<file path="config.mk">
export PLATFORM = sky130hd
export DESIGN_NAME = spatial_accumulator_ctrl
export DESIGN_NICKNAME = d
export VERILOG_FILES = /design/src/rtl/spatial_accumulator_ctrl.sv
export SDC_FILE = /design/constraint.sdc
export NUM_CORES = 1
export LEC_CHECK = 0
export BUFFER_PORTS_ARGS = -buffer_cell sky130_fd_sc_hd__buf_2
export CAP_MARGIN = 20
export CORE_AREA = 5 5 42 44
export CTS_BUF_LIST = sky130_fd_sc_hd__clkbuf_8
export DETAILED_ROUTE_END_ITERATION = 12
export DIE_AREA = 0 0 47 49
export GPL_ROUTABILITY_DRIVEN = 0
export PLACE_DENSITY_LB_ADDON = 0.25
export SKIP_LAST_GASP = 1
export SYNTH_ARGS = -nofsm -noshare
export SYNTH_HDL_FRONTEND = slang
export SYNTH_SLANG_ARGS = --single-unit
</file>
<file path="constraint.sdc">
create_clock -name Clk_CI -period 4.3 [get_ports Clk_CI]
set_input_delay 0.86 -clock Clk_CI [delete_from_list [all_inputs] [get_ports Clk_CI]]
set_output_delay 0.86 -clock Clk_CI [all_outputs]
set_load 0.1 [all_outputs]
</file>
<file path="src/rtl/spatial_accumulator_ctrl.sv">
// Channel sequencer for the spatial accumulator: walks one frame of channels, drives the
// accumulator controls and holds the result behind a valid/ready pair. Optional macro:
// SPATIAL_CTRL_XOR_FINAL_EN enables the store-second / xor-final weighting outputs.
module spatial_accumulator_ctrl #(
    parameter int unsigned NUM_CHANNELS = 217,
    parameter int unsigned CH_IDX_WIDTH = 8
) (
    input  logic                    Clk_CI,
    input  logic                    Reset_RI,
    input  logic                    FrameValid_SI,
    output logic                    FrameReady_SO,
    input  logic                    ChannelValid_SI,
    input  logic                    Abort_SI,
    output logic [CH_IDX_WIDTH-1:0] ChannelIdx_DO,
    output logic                    AccEnable_SO,
    output logic                    AccFirst_SO,
    output logic                    AccStoreSecond_SO,
    output logic                    AccXorFinal_SO,
    output logic                    OutValid_SO,
    input  logic                    OutReady_SI
);

    localparam logic [CH_IDX_WIDTH-1:0] LastIdx   = CH_IDX_WIDTH'(NUM_CHANNELS - 1);
    localparam logic [CH_IDX_WIDTH-1:0] SecondIdx = CH_IDX_WIDTH'(1);

    typedef enum logic [1:0] {
        StIdle,
        StAccum,
        StHold
    } state_e;

    state_e                  state_q, state_d;
    logic [CH_IDX_WIDTH-1:0] idx_q, idx_d;

    logic frame_ready;
    logic frame_hs;
    logic is_last;
    logic acc_en;

    // HOLD with OutReady_SI hands the result over and may accept the next frame in one cycle.
    assign frame_ready = (state_q == StIdle) | ((state_q == StHold) & OutReady_SI);
    assign frame_hs    = FrameValid_SI & frame_ready;
    assign is_last     = (idx_q == LastIdx);

    always_ff @(posedge Clk_CI or posedge Reset_RI) begin
        if (Reset_RI) begin
            state_q <= StIdle;
            idx_q   <= '0;
        end else begin
            state_q <= state_d;
            idx_q   <= idx_d;
        end
    end

    always_comb begin
        state_d = state_q;
        idx_d   = idx_q;
        unique case (state_q)
            StIdle: begin
                if (frame_hs) begin
                    state_d = StAccum;
                    idx_d   = '0;
                end
            end
            StAccum: begin
                if (Abort_SI) begin
                    state_d = StIdle;
                    idx_d   = '0;
                end else if (ChannelValid_SI) begin
                    if (is_last) begin
                        state_d = StHold;
                        idx_d   = '0;
                    end else begin
                        idx_d = idx_q + SecondIdx;
                    end
                end
            end
            StHold: begin
                if (OutReady_SI) begin
                    state_d = frame_hs ? StAccum : StIdle;
                    idx_d   = '0;
                end
            end
            default: begin
                state_d = StIdle;
                idx_d   = '0;
            end
        endcase
    end

    always_comb begin
        acc_en            = (state_q == StAccum) & ChannelValid_SI & ~Abort_SI;
        FrameReady_SO     = frame_ready;
        OutValid_SO       = (state_q == StHold);
        ChannelIdx_DO     = idx_q;
        AccEnable_SO      = acc_en;
        AccFirst_SO       = acc_en & (idx_q == '0);
`ifdef SPATIAL_CTRL_XOR_FINAL_EN
        AccStoreSecond_SO = acc_en & (idx_q == SecondIdx);
        AccXorFinal_SO    = acc_en & is_last;
`else
        AccStoreSecond_SO = 1'b0;
        AccXorFinal_SO    = 1'b0;
`endif
    end

endmodule

</file>
==> results.md <==
* Final setup TNS at 0 ns
* Total gr overflow at 0
* CTS Sinks at 10
* Yosys warns at 0
* Vias at 560
* Max_cap viols at 0
* CTS HTree Levels at 1
* WP data required at 3.44 ns
* Remaining antenna violation count at 0
* Die Y at 49 microns
* Hold Path Class: reg -> reg
* Filler cell count in the final layout at 141
* Share of cells above drive strength 1 at 0.318
* Die Wd at 47 microns
* Post-CTS Resized at 0
* CP Data Arrival Time at 2.13 ns
* Final #Nets at 95
* Antenna diodes at 0
* DPL Wire Length at 1040 microns
* Number of remaining DRC errors at 0
* WL/cell at 14.6 microns
* First-pass GRT wire length at 2460 microns
* Synth area leaders: dfrtp_1 (40%), a21oi_1 (4.0%), ha_1 (4.0%)
* Status: complete, no violations
* Detail-routed via count per cell at 5.54
* Worst-Skew Late Latency at 0.23 ns
* Dpl ws at 1.31 ns
* Post-synth cell types at 37
* Max Root-Sink Buffers at 2
* Cell Rows at 14
* Critical path's slowest cell: or3b_1
* Largest delay share family, worst path: simple AND/OR/NAND/NOR gates
* Clk root buf: clkbuf_8
* Starting DRT DRC Count at 14
* CP Launch Type: input port
* Postcts setup bufs at 0
* CP Max Fanout at 4
* Worst-path clk slew at 0.05 ns
* Num ports at 20
* Routed WL at 1480 microns
* Initial Utilization at 0.452
* Seq/Total Area, Yosys at 0.395
* Synthesized area at 633 sq um
* Worst setup path class: in -> out
* Period utilization at 0.696
* Synth async-reset ratio at 1.00
* Post-synth EDFFs at 0
* CP max stage delay at 0.42 ns
* Clock Skew at 0.000509 ns
* Final Hold Viols at 0
* Slew Limit Headroom at 0.640
* Initial antenna violation count at 0
* Vias in the first global route at 561
* Tmin final at 2.99 ns
* Buf/Inv on CP at 2
* Synth top area share at 0.395
* Worst slew pin tran at 0.540 ns
* Unrepaired setup endpoints after global routing: false
* PD cells at 673 mW/mm^2
* Port bufs at 17
* Total track usage at 0.144
* Fin. max-slew vios at 0
* Final Setup Violations at 0
* CTS tree: done
* Post-layout worst setup margin at 1.31 ns
* Largest net degree at the start of global routing at 16
* Yosys reg bits at 10
* Post-synth top area cell: dfrtp_1
* Cells along the critical path: buf_2, or3b_1, nor2_2, and3_1, buf_2
* Mean Syn Cell Area at 9.45 sq um
* Pre-Repair DR Iteration Count at 4
* Mapped Cells at 67
* Max IR drop VDD at 0.000353 V
* Critical path endpoint category: output port
* P&R area growth vs syn at 20.0%
* Ys flop type: dfrtp_1
* Critical path's most frequent cell: buf_2
* Leakage Power at 0.000369 uW
* CORE AREA at 0.00140 sq mm
* Die area at 0.00230 sq mm
* Hold_buf cts at 0
* FMAX at 334 MHz
* CTS Buf Count at 3
[synthesized netlist by cell type (2+ instances only)]
cell type   n
dfrtp_1    10
a21oi_1     5
inv_1       5
nand2_1     3
nand3_1     3
nor2_1      3
buf_4       2
ha_1        2
nor4_1      2
o21ai_0     2
o31ai_1     2
or3_1       2
or4_1       2
[routing by layer]
metal | track usage | vias to the layer above | part of all wire
li1 | - | 280 | -
met1 | 0.180 | 266 | 0.46
met2 | 0.224 | 10 | 0.47
met3 | 0.0332 | 4 | 0.042
met4 | 0.0691 | 0 | 0.020
met5 | 0 | - | 0
[cells by family after synthesis]
| family | share of synthesized area |
|---|---|
| simple gates | 0.253 |
| compound gates | 0.198 |
| flops | 0.395 |
| buf+inv | 0.0711 |
| fa+ha+maj | 0.0395 |
| other cells | 0.00592 |
| xor+xnor | 0.0138 |
| mux | 0.0237 |
[stage by stage]
stage	utilization	total power, uW	instances	instance area [sq um]	hold WS (ns)
global placement	0.513	410	98	718	0.545
global route	0.542	538	101	759	0.587
floorplan	-	379	68	639	0.700
detailed placement	0.513	414	98	718	0.559
CTS	0.542	515	101	759	0.563
finish	0.542	511	101	759	0.560
[final timing paths]
path                                   from          endpoint  slack [ns]  cells past startpoint
max                                Abort_SI       AccFirst_SO        1.31                      5
min                        ChannelIdx_DO[0]  ChannelIdx_DO[0]        0.56                      1
max reg2reg                      state_q[1]        state_q[0]        2.46                      4
min reg2reg                ChannelIdx_DO[0]  ChannelIdx_DO[0]        0.56                      1
max in group asynchronous          Reset_RI  ChannelIdx_DO[5]        3.42                      2
min in group asynchronous          Reset_RI  ChannelIdx_DO[6]        0.60                      2
[report_power, final]
group          switching (uW)  leakage [uW]  internal [uW]
clock network            36.1     0.0000216           61.3
logic                     219      0.000211           60.6
registers                24.6      0.000136            110
total                     280      0.000369            232
[layout by cell type (no fill, tap or decap), drive strengths merged, types with 2 or more instances in the layout]
| cell | count |
|---|---|
| ha | 2 |
| buf | 17 |
| nand3 | 3 |
| or3 | 2 |
| a21oi | 6 |
| or4 | 2 |
| clkbuf | 3 |
| o21ai | 4 |
| inv | 5 |
| nor4 | 2 |
| nand2 | 3 |
| conb | 2 |
| dfrtp | 10 |
| o31ai | 2 |
| nor2 | 4 |
[layout make-up]
class	instances	area, sq um	share of cell area
multi-input cells	50	344	0.453
inverters	5	18.8	0.0247
repair buffers	17	85.1	0.112
clock buffers	3	41.3	0.0544
well taps	16	20.0	0.0264
flip-flops and latches	10	250	0.329
[registers in the layout, summed over array words and instances, names as in the netlist]
signal	count
state_q	2
ChannelIdx_DO	8
No activity file was read; power rests on OpenSTA's default activity.
